$ cat config.mk
export PLATFORM = sky130hd
export DESIGN_NAME = clock_freq_monitor
export DESIGN_NICKNAME = d
export VERILOG_FILES = /design/src/rtl/clock_freq_monitor.sv
export SDC_FILE = /design/constraint.sdc
export NUM_CORES = 1
export LEC_CHECK = 0
export CAP_MARGIN = 5
export CORE_UTILIZATION = 55
export CTS_CLUSTER_SIZE = 14
export DETAILED_ROUTE_END_ITERATION = 16
export GPL_TIMING_DRIVEN = 0
export PLACE_DENSITY = 0.78
export SLEW_MARGIN = 15
export SYNTH_ARGS = -nofsm -noshare
export SYNTH_HDL_FRONTEND = slang
export SYNTH_SLANG_ARGS = --single-unit
$ cat constraint.sdc
create_clock -name clk_10M_ref -period 2.59 [get_ports clk_10M_ref]
set_clock_uncertainty 0.15 [all_clocks]
set_input_delay 0.259 -clock clk_10M_ref [delete_from_list [all_inputs] [get_ports clk_10M_ref]]
set_output_delay 0.259 -clock clk_10M_ref [all_outputs]
set_load 0.01 [all_outputs]
$ cat src/rtl/clock_freq_monitor.sv
// clock_freq_monitor: counts clk_mon_in rising edges over a gate window timed by clk_10M_ref and checks the count against EXP_COUNT +/- TOL.
// Define CLK_STUCK_DETECT_EN to add the no-edge (static clock) detector and the clk_stuck output.
module clock_freq_monitor #(
   parameter int unsigned GATE_CYCLES  = 1000,
   parameter int unsigned EXP_COUNT    = 250,
   parameter int unsigned TOL          = 2,
   parameter int unsigned CNT_W        = 12
`ifdef CLK_STUCK_DETECT_EN
   ,
   parameter int unsigned STUCK_CYCLES = 16
`endif
) (
   input  logic             clk_10M_ref,
   input  logic             rst_n,
   input  logic             clk_mon_in,
   input  logic             enable,
   input  logic             fault_clr,
   output logic [CNT_W-1:0] count_out,
   output logic             count_valid,
   output logic             freq_ok,
   output logic             freq_fault,
   output logic             clk_stuck
);

   localparam int unsigned GATE_W   = (GATE_CYCLES > 1) ? $clog2(GATE_CYCLES) : 1;
   localparam int unsigned LO_BOUND = (TOL > EXP_COUNT) ? 0 : (EXP_COUNT - TOL);
   localparam int unsigned HI_BOUND = EXP_COUNT + TOL;
   localparam logic [GATE_W-1:0] GATE_LAST = GATE_W'(GATE_CYCLES - 1);
   localparam logic [CNT_W-1:0]  CNT_MAX   = '1;

   typedef enum logic [1:0] {
      S_IDLE   = 2'd0,
      S_WARMUP = 2'd1,
      S_RUN    = 2'd2
   } state_t;

   state_t            state_q;
   state_t            state_d;
   logic [2:0]        sync_q;
   logic [GATE_W-1:0] gate_q;
   logic [CNT_W-1:0]  edge_cnt_q;
   logic [CNT_W-1:0]  edge_sum;
   logic              mon_edge;
   logic              active;
   logic              terminal;
   logic              capture;
   logic              in_range;
   logic              stuck_set;
   logic              stuck_any;
   logic              win_ok;

   // Synchroniser plus one extra stage for rising-edge detection.
   always_ff @(posedge clk_10M_ref) begin
      if (!rst_n) sync_q <= 3'b000;
      else        sync_q <= {sync_q[1:0], clk_mon_in};
   end

   assign mon_edge = sync_q[1] & ~sync_q[2];

   // FSM state register.
   always_ff @(posedge clk_10M_ref) begin
      if (!rst_n) state_q <= S_IDLE;
      else        state_q <= state_d;
   end

   // FSM next state; dropping enable returns to IDLE from anywhere.
   always_comb begin
      state_d = state_q;
      case (state_q)
         S_IDLE:   if (enable)   state_d = S_WARMUP;
         S_WARMUP: if (terminal) state_d = S_RUN;
         S_RUN:    state_d = S_RUN;
         default:  state_d = S_IDLE;
      endcase
      if (!enable) state_d = S_IDLE;
   end

   assign active   = (state_q != S_IDLE) && enable;
   assign terminal = (state_q != S_IDLE) && (gate_q == GATE_LAST);
   assign capture  = active && terminal && (state_q == S_RUN);

   // The terminal-cycle edge is folded into the closing window's total.
   assign edge_sum = (edge_cnt_q == CNT_MAX) ? CNT_MAX : (edge_cnt_q + CNT_W'(mon_edge));
   assign in_range = (32'(edge_sum) >= LO_BOUND) && (32'(edge_sum) <= HI_BOUND);
   assign win_ok   = in_range && !stuck_any;

   // Gate and edge counters; both restart at 0 on the first cycle of each window.
   always_ff @(posedge clk_10M_ref) begin
      if (!rst_n || !active) begin
         gate_q     <= '0;
         edge_cnt_q <= '0;
      end else if (terminal) begin
         gate_q     <= '0;
         edge_cnt_q <= '0;
      end else begin
         gate_q     <= gate_q + GATE_W'(1);
         edge_cnt_q <= edge_sum;
      end
   end

`ifdef CLK_STUCK_DETECT_EN
   localparam int unsigned STUCK_W = $clog2(STUCK_CYCLES + 1);
   localparam logic [STUCK_W-1:0] STUCK_LIM = STUCK_W'(STUCK_CYCLES);

   logic [STUCK_W-1:0] idle_cnt_q;
   logic               stuck_q;

   assign stuck_set = (idle_cnt_q == STUCK_LIM) && !mon_edge;
   assign stuck_any = stuck_q || stuck_set;
   assign clk_stuck = stuck_q;

   // No-edge timer, saturating at the limit; cleared by any edge and outside WARMUP/RUN.
   always_ff @(posedge clk_10M_ref) begin
      if (!rst_n || !active) begin
         idle_cnt_q <= '0;
         stuck_q    <= 1'b0;
      end else if (mon_edge) begin
         idle_cnt_q <= '0;
         stuck_q    <= 1'b0;
      end else begin
         if (idle_cnt_q != STUCK_LIM) idle_cnt_q <= idle_cnt_q + STUCK_W'(1);
         if (stuck_set)               stuck_q    <= 1'b1;
      end
   end
`else
   assign stuck_set = 1'b0;
   assign stuck_any = 1'b0;
   assign clk_stuck = 1'b0;
`endif

   // Result registers; a failing window's set takes priority over fault_clr.
   always_ff @(posedge clk_10M_ref) begin
      if (!rst_n) begin
         count_out   <= '0;
         count_valid <= 1'b0;
         freq_ok     <= 1'b0;
         freq_fault  <= 1'b0;
      end else begin
         count_valid <= capture;
         if (capture) begin
            count_out <= edge_sum;
            freq_ok   <= win_ok;
         end else if (stuck_set) begin
            freq_ok   <= 1'b0;
         end
         if (capture && !win_ok) freq_fault <= 1'b1;
         else if (fault_clr)     freq_fault <= 1'b0;
      end
   end

endmodule
======== Word-level counts from Yosys, hierarchy flattened ========
Cells that the tools add are included.
storage, ports and cells
  register bits ........................... 42
  input port bits ......................... 5
  output and inout port bits .............. 16
  word-level logic and storage cells ...... 39
cells by class
  $add $sub $neg .......................... 2
  order comparisons ....................... 2
  equal/unequal tests ..................... 5
  mux-type cells .......................... 5
  bitwise gates (word level) .............. 2
  reductions and logical operators ........ 15
operator list
  operator               number
  $add 12x1->12          1
  $eq 12x12->1 const B   1
  $ge 12x8->1 const B    1
  $le 12x8->1 const B    1
  $mux 12                1
  $add 10x1->10 const B  1
  $eq 10x10->1 const B   1
  $logic_and 1x1->1      6
  $pmux 2 s3             1
  $reduce_bool 2->1      2
  $logic_not 1->1        3
  $eq 2x1->1 const B     1
  $eq 2x2->1 const B     1
  $logic_not 2->1        1
  $mux 1                 2
  $mux 2                 1
  $ne 2x2->1 const B     1
  $reduce_and 2->1       1
  $reduce_or 2->1        1
  $and 1x1->1            1
  $logic_or 1x1->1       1
  $not 1->1              1

======== Depth between registers and ports, before layout ========
Gate-level depths: netlist (run 1).
  word-level depth ........................ 9
  gate-level depth with buffers ........... 8
  mapped depth without buffers ............ 8

======== Least setup slack after synthesis (run 1) ========
OpenSTA, ideal clock, no wires.
  kind .................................... reg-to-reg
  start point ............................. register sync_q[1]
  end point ............................... register freq_fault
  setup time .............................. 123 ps
  data arrival time ....................... 1,852 ps
  required time ........................... 2,317 ps
  path slack .............................. 466 ps
  cell stages (with the launch flop) ...... 9
  buffers on the path ..................... 0
  period minus slack after synthesis ...... 2,124 ps
  path through ............................ dfxtp_1 -> nor2b_1 -> ha_1 -> ha_1 -> nand3_2 -> or3_1 -> a221oi_2 -> a41o_1 -> a21oi_1
between the ends
  word-level cells in the longest chain between the ends .. 8
  elaborated cells between the ends (all ways) .. 10
  those cells by class .................... add/sub: 1; order compare: 2; mux: 2; bitwise: 1; reduce/logical: 4
RTL lines
  item                                                line  RTL
  from (decl)                                         39    logic [2:0] sync_q;
  from (signal assigned)                              55    else sync_q <= {sync_q[1:0], clk_mon_in};
  $and 1x1->1 (*)                                     58    assign mon_edge = sync_q[1] & ~sync_q[2];
  $add 12x1->12 (*)                                   83    assign edge_sum = (edge_cnt_q == CNT_MAX) ? CNT_MAX : (edge_cnt_q + CNT_W'(mon_edge));
  $mux 12 (*)                                         83
  $ge 12x8->1 / $le 12x8->1 (equally long branches)   84    assign in_range = (32'(edge_sum) >= LO_BOUND) && (32'(edge_sum) <= HI_BOUND);
  $logic_and 1x1->1 (*)                               84
  $logic_not 1->1 (*)                                 146   if (capture && !win_ok) freq_fault <= 1'b1;
  $logic_and 1x1->1 (*)                               146
  $mux 1 / $reduce_bool 2->1 (equally long branches)  n/a
  to (signal assigned)                                137   freq_fault <= 1'b0;
  to (signal assigned)                                146
  to (signal assigned)                                147   else if (fault_clr) freq_fault <= 1'b0;
  to (decl)                                           21    output logic freq_fault,
Every way passes the cells marked *; elsewhere a longest branch is shown, timed or not.
A chain may end at the register's enable or synchronous reset.

======== Worst setup path in the final report (run 1) ========
Same ends and word-level chain as after synthesis.

==> flow_summary.yaml, run 1 <==
die:
  die_w_um: 61.44
  die_h_um: 61.44
  row_count: 21
  pin_count: 21
  die-area_mm2: 0.003775
  core-area_mm2: 0.003363
  start_util_pct: 57.78
sta:
  rsz0062_at_grt: "no"
  setup_viol: 0
  fin_tns_setup_ps: 0
  period_share_pct: 93.99
  fmax_mhz: 410.8
  min_period_ps: 2434
  slew_viol_final: 0
  hold_violations: 0
yosys:
  syn-num-nets: 231
  synth-edff-count: 0
  async_reset_ff_share_pct: 0
  synth_cell_types: 47
  seq_area_frac_synth_pct: 43.27
  synth_top_family_by_area: "simple AND/OR/NAND/NOR gates"
  yosys.area_share.adder_pct: 3.863
  synth_top_flop_cell: "dfxtp_1"
  synth-seq-cells: 42
  synth_cells: 220
  synth_compound_area_share_pct: 11.46
  synthMuxAreaShare_pct: 1.030
  yosysWarnings: 0
  avgSynthCellArea_um2: 8.832
  synth-simple-area-share_pct: 30.91
  synth_area_mm2: 0.001943
  yosys.area_share.xor_xnor_pct: 4.507
cts:
  htree_levels: 2
  cts.clk_slew.worst_paths_ps: 120
  cts_tree: "built"
  cts_buffer_depth: 2
  post_cts_resized: 0
  cts_root_buf: "clkbuf_4"
  cts.sinks: 42
  hold_buffers: 0
  clk_latency_ps: 360
  cts_setup_buffers: 0
  numCtsBuffers: 5
setup_path:
  cp-end-kind: "flip-flop"
  crit_fanout: 6
  rr_startpoint: "sync_q[1]"
  cp-startpoint: "sync_q[1]"
  critPathKind: "reg -> reg"
  critical_path_arrival_ps: 2530
  cp_data_required_time_ps: 2690
  start_kind: "flip-flop"
layout:
  nFillCells: 325
  layout_common_cells: "42 x dfxtp_1, 38 x nor2_1, 19 x clkdlybuf4s50_1"
  register_area_um2: 840.8
  nNetsFinal: 257
  diodes: 0
  mostFrequentLayoutCell: "dfxtp_1"
  syn2layout_area_growth_pct: 15.97
  multi_input_area_mm2: 0.001012
  utilization_pct: 67.00
  layout-drive-gt1-share_pct: 10.53
placed_design:
  place_congestion: 0.8197
  dp.final_hpwl_mm: 2.952
  io_buffers: 19
global_routing:
  grt_overflow: 0
  grtUsageTotal_pct: 23.53
  grt_max_degree: 13
  grt_pass1_wl_mm: 6.175
  antenna_found_initial: 0
  grt_pass1_vias: 1359
route:
  wirelength_mm: 4.014
  dr.first_iter.drc_count: 58
  num_vias: 1606
  via_per_inst: 5.481
  routedWlPerCell_um: 13.70
  ant_nets: 0
  drt_pass1_iterations: 4
  drc: 0
status:
  status: "finished, final reports clean"
flow_run:
  drv_cap: 0
hold_path:
  hp-start: "sync_q[0]"
  hp-class: "reg -> reg"
pwr:
  vdd_drop_max_v: 0.0003459
  power.leakage_nw: 0.7803
  pwr_density_cell_mw_per_mm2: 458.7
  finalPower_mw: 1.034
==> metrics by stage <==
stage | cells | hold slack, ps | cell area (µm²) | setup WS (ps)
3_5_place_dp | 285 | 273.2 | 2191 | 173.3
6_report | 293 | 300.5 | 2253 | 155.7
5_1_grt | 293 | 315.4 | 2253 | 3.082
2_1_floorplan | 220 | 236.3 | 1943 | 465.7
3_3_place_gp | 285 | 263.8 | 2191 | 244.6
4_1_cts | 293 | 302.7 | 2251 | 127.5
==> kinds of logic (layout without fill, tap and decap cells) <==
logic type	Yosys count	after routing
adder cells (fa/ha/maj)	6	6
XOR/XNOR	10	10
buffers and inverters	16	43
multiplexers	2	2
flip-flops	42	42
other	1	1
AO/OA/AOI/OAI	31	31
AND/OR/NAND/NOR	112	112
==> path summary, 6_finish.rpt <==
path                            slack, ps    endpoint  cells after the start
worst max-delay path                  160  freq_fault                      8
worst min register to register        300   sync_q[1]                      1
worst max register to register        160  freq_fault                      8
worst min-delay path                  300   sync_q[1]                      1
==> flip-flops by register name, summed over array words and instances (netlist names) <==
name	flops
count_out	12
count_valid	1
edge_cnt_q	12
freq_fault	1
freq_ok	1
gate_q	10
state_q	2
sync_q	3
==> layout make-up <==
type                    count  area share (%)
well taps                  46           2.554
repair buffers             19           8.440
plain buffers               8           2.776
inverters                   8           1.333
clock buffers               7           2.443
clock inverters             1          0.2221
flip-flops and latches     42           37.31
multi-input cells         162           44.92
==> power by group <==
part / internal, mW / switching (mW)
clock: 0.132 / 0.212
sequential: 0.650 / 0.00240
combinational: 0.0163 / 0.0214
==> cells in the mapped netlist (6+ instances only) <==
cell / n / area share [%]
a21oi_1: 7 / 1.8
and3_1: 7 / 2.3
dfxtp_1: 42 / 43
ha_1: 6 / 3.9
inv_1: 7 / 1.4
nand2_1: 13 / 2.5
nand3_1: 16 / 4.1
nand4_1: 6 / 1.9
nor2_1: 38 / 7.3
==> routing by layer <==
layer  wire length [µm]  share of wire, %  vias to the layer above  global-route usage [%]
li1                   -                 -                      822                       -
met1               1977                49                      739                   32.08
met2               1774                44                       39                   33.70
met3                200               5.0                        6                   7.983
met4                 61               1.5                        0                   10.48
met5                  0                 0                        -                       0
==> critical path, stage by stage, from the launching register on <==
cell and delay [ps]:
dfxtp_1 340, nor2b_1 160, ha_1 270, ha_2 260, nand3_2 150, or3_1 400
a221oi_2 310, a41o_1 220, a21oi_1 70
(Power assumes the default switching activity.)
==> inputs of run 2 (changes only) <==
Settings changed: RECOVER_POWER set to 100, SLEW_MARGIN 15 to not set.
==> run 2 against run 1 <==
Cell count unchanged. Die area unchanged. Count of clock-buffer cells in the layout unchanged. Wire length increased by 0.60%. Largest cell class unchanged. Sequential power about the same. Critical endpoint unchanged. Largest power group unchanged. Critical path type unchanged. Highest routed layer unchanged. Core utilization decreased by 0.89 points.
==> flow_summary.yaml, run 2 (synthesis gave the netlist of run 1 again) <==
setup_path:
  reg2reg_setup_slack_ps: 160
  cp_data_required_time_ps: 2690
  path_cells: "nor2b_1, ha_1, ha_2, nand3_2, or3_1, a221oi_2, a41o_1, a21oi_1"
  cp.depth: 8
  crit_fanout: 6
  crit_buf_inv: 0
  critPathKind: "reg -> reg"
  cpPeakStageDelay_ps: 400
  critPathSlowestCell: "or3_1"
  cp-endpoint: "freq_fault"
  cp-end-kind: "flip-flop"
  rr_endpoint: "freq_fault"
  cp-startpoint: "sync_q[1]"
  critical_path_arrival_ps: 2530
  reg2regPathDepth: 8
  rr_startpoint: "sync_q[1]"
  start_kind: "flip-flop"
  crit_family: "simple AND/OR/NAND/NOR gates"
cts:
  post_cts_resized: 0
  cts.clk_slew.worst_paths_ps: 120
  htree_levels: 2
  cts_root_buf: "clkbuf_4"
  hold_buffers: 0
  cts_buffer_depth: 2
  clk_latency_ps: 360
  cts_setup_buffers: 0
  cts.sinks: 42
  numCtsBuffers: 5
  cts_tree: "built"
route:
  drc: 0
  via_per_inst: 5.457
  wirelength_mm: 4.038
  dr.first_iter.drc_count: 60
  ant_nets: 0
  num_vias: 1599
  routedWlPerCell_um: 13.78
  drt_pass1_iterations: 4
die:
  row_count: 21
  die-area_mm2: 0.003775
  core-area_mm2: 0.003363
  die_h_um: 61.44
  die_w_um: 61.44
  pin_count: 21
  start_util_pct: 57.78
layout:
  diodes: 0
  instances_no_fill: 293
  layout_common_cells: "42 x dfxtp_1, 38 x nor2_1, 16 x nand3_1, 16 x dlygate4sd3_1, 13 x nand2_1"
  nNetsFinal: 257
  mostFrequentLayoutCell: "dfxtp_1"
  syn2layout_area_growth_pct: 14.42
  reg.largest.list: "count_out: 12 flops, edge_cnt_q: 12 flops, gate_q: 10 flops"
  layout-drive-gt1-share_pct: 8.907
  nFillCells: 330
pwr:
  intPower_uw: 797.5
  power.leakage_nw: 0.8226
  p_sw_share_pct: 22.78
  vdd_drop_max_v: 0.0003479
  p_switching_uw: 235.3
  p_comb_share_pct: 3.6
  pwr-share-seq_pct: 63.2
  finalPower_mw: 1.033
  clockPowerShare_pct: 33.2
  pwr_density_cell_mw_per_mm2: 464.5
sta:
  fmax_mhz: 411.8
  hold_ws_ps: 300.9
  setup_viol: 0
  slew_viol_final: 0
  period_share_pct: 93.76
  min_period_ps: 2428
  rsz0062_at_grt: "no"
  fin_tns_setup_ps: 0
  hold_violations: 0
placed_design:
  dp_cells: 285
  io_buffers: 19
  place_congestion: 0.8197
  dp.final_hpwl_mm: 2.952
global_routing:
  grtUsageTotal_pct: 23.53
  grt_max_degree: 13
  grt_pass1_vias: 1359
  grt_overflow: 0
  antenna_found_initial: 0
  grt_pass1_wl_mm: 6.175
hold_path:
  hp-class: "reg -> reg"
  hold_path_depth: 1
status:
  status: "finished, final reports clean"
flow_run:
  drv_cap: 0
-- run 2: cell types whose count changed in the layout (fill, tap and decap cells not counted), sizes merged --
| cell | previous run | this run |
|---|---|---|
| buf | 7 | 3 |
| dlygate4sd3 | 0 | 16 |
| clkdlybuf4s50 | 19 | 3 |
| clkbuf | 8 | 12 |
-- run 2: power by group through the flow --
| stage | registers, mW | logic (mW) | clock network, mW |
|---|---|---|---|
| 2_1_floorplan | 0.667 | 0.0250 | 0 |
| 3_5_place_dp | 0.667 | 0.0379 | 0 |
| 3_3_place_gp | 0.667 | 0.0364 | 0 |
| 6_report | 0.652 | 0.0371 | 0.343 |
| 5_1_grt | 0.654 | 0.0412 | 0.376 |
| 4_1_cts | 0.652 | 0.0380 | 0.346 |
-- run 2: layout make-up --
type                            count  area, µm²  share of cell area [%]
Multi-Input combinational cell    162       1007                   45.30
Sequential cell                    42      840.8                   37.82
Timing Repair Buffer               19      190.2                   8.554
Tap cell                           46      57.56                   2.589
Clock buffer                        7      55.05                   2.476
Buffer                              8      37.54                   1.688
Inverter                            8      30.03                   1.351
Clock inverter                      1      5.005                  0.2251
-- run 2: routing by layer --
metal / part of all wire [%] / vias up / global-route usage [%] / wire (µm)
li1: - / 819 / - / -
met1: 50 / 751 / 32.08 / 2036
met2: 45 / 23 / 33.70 / 1801
met3: 3.4 / 6 / 7.983 / 137
met4: 1.5 / 0 / 10.48 / 62
met5: 0 / - / 0 / 0
-- run 2: worst min path at each step --
stage / start / end / slack (ps)
after floorplan: clk_mon_in / sync_q[0] / 240
after global placement: sync_q[0] / sync_q[1] / 260
after detailed placement: sync_q[0] / sync_q[1] / 270
after CTS: sync_q[0] / sync_q[1] / 300
after global routing: sync_q[0] / sync_q[1] / 320
final: sync_q[0] / sync_q[1] / 300
-- run 2: worst register-to-register path, delay by kind of cell, from the launching register on --
kind	cells	cell delay [ps]
adders and majority gates	2	530
and+or+nand+nor	3	710
AOI/OAI and AO/OA	3	610
DFF	1	340
-- run 2: per-stage QoR --
step	instance area, µm²	utilization [%]	setup WS (ps)
floorplan	1943	-	465.7
global placement	2191	65.14	244.6
detailed placement	2191	65.14	173.3
CTS	2251	66.93	127.5
global route	2223	66.11	4.177
finish	2223	66.11	161.7
==> inputs of run 3 (changes only) <==
Settings changed: CTS_CLUSTER_SIZE 14 to 40.
==> results of run 3 <==
No change in the layout: final DEF, timing and power equal those of run 2.
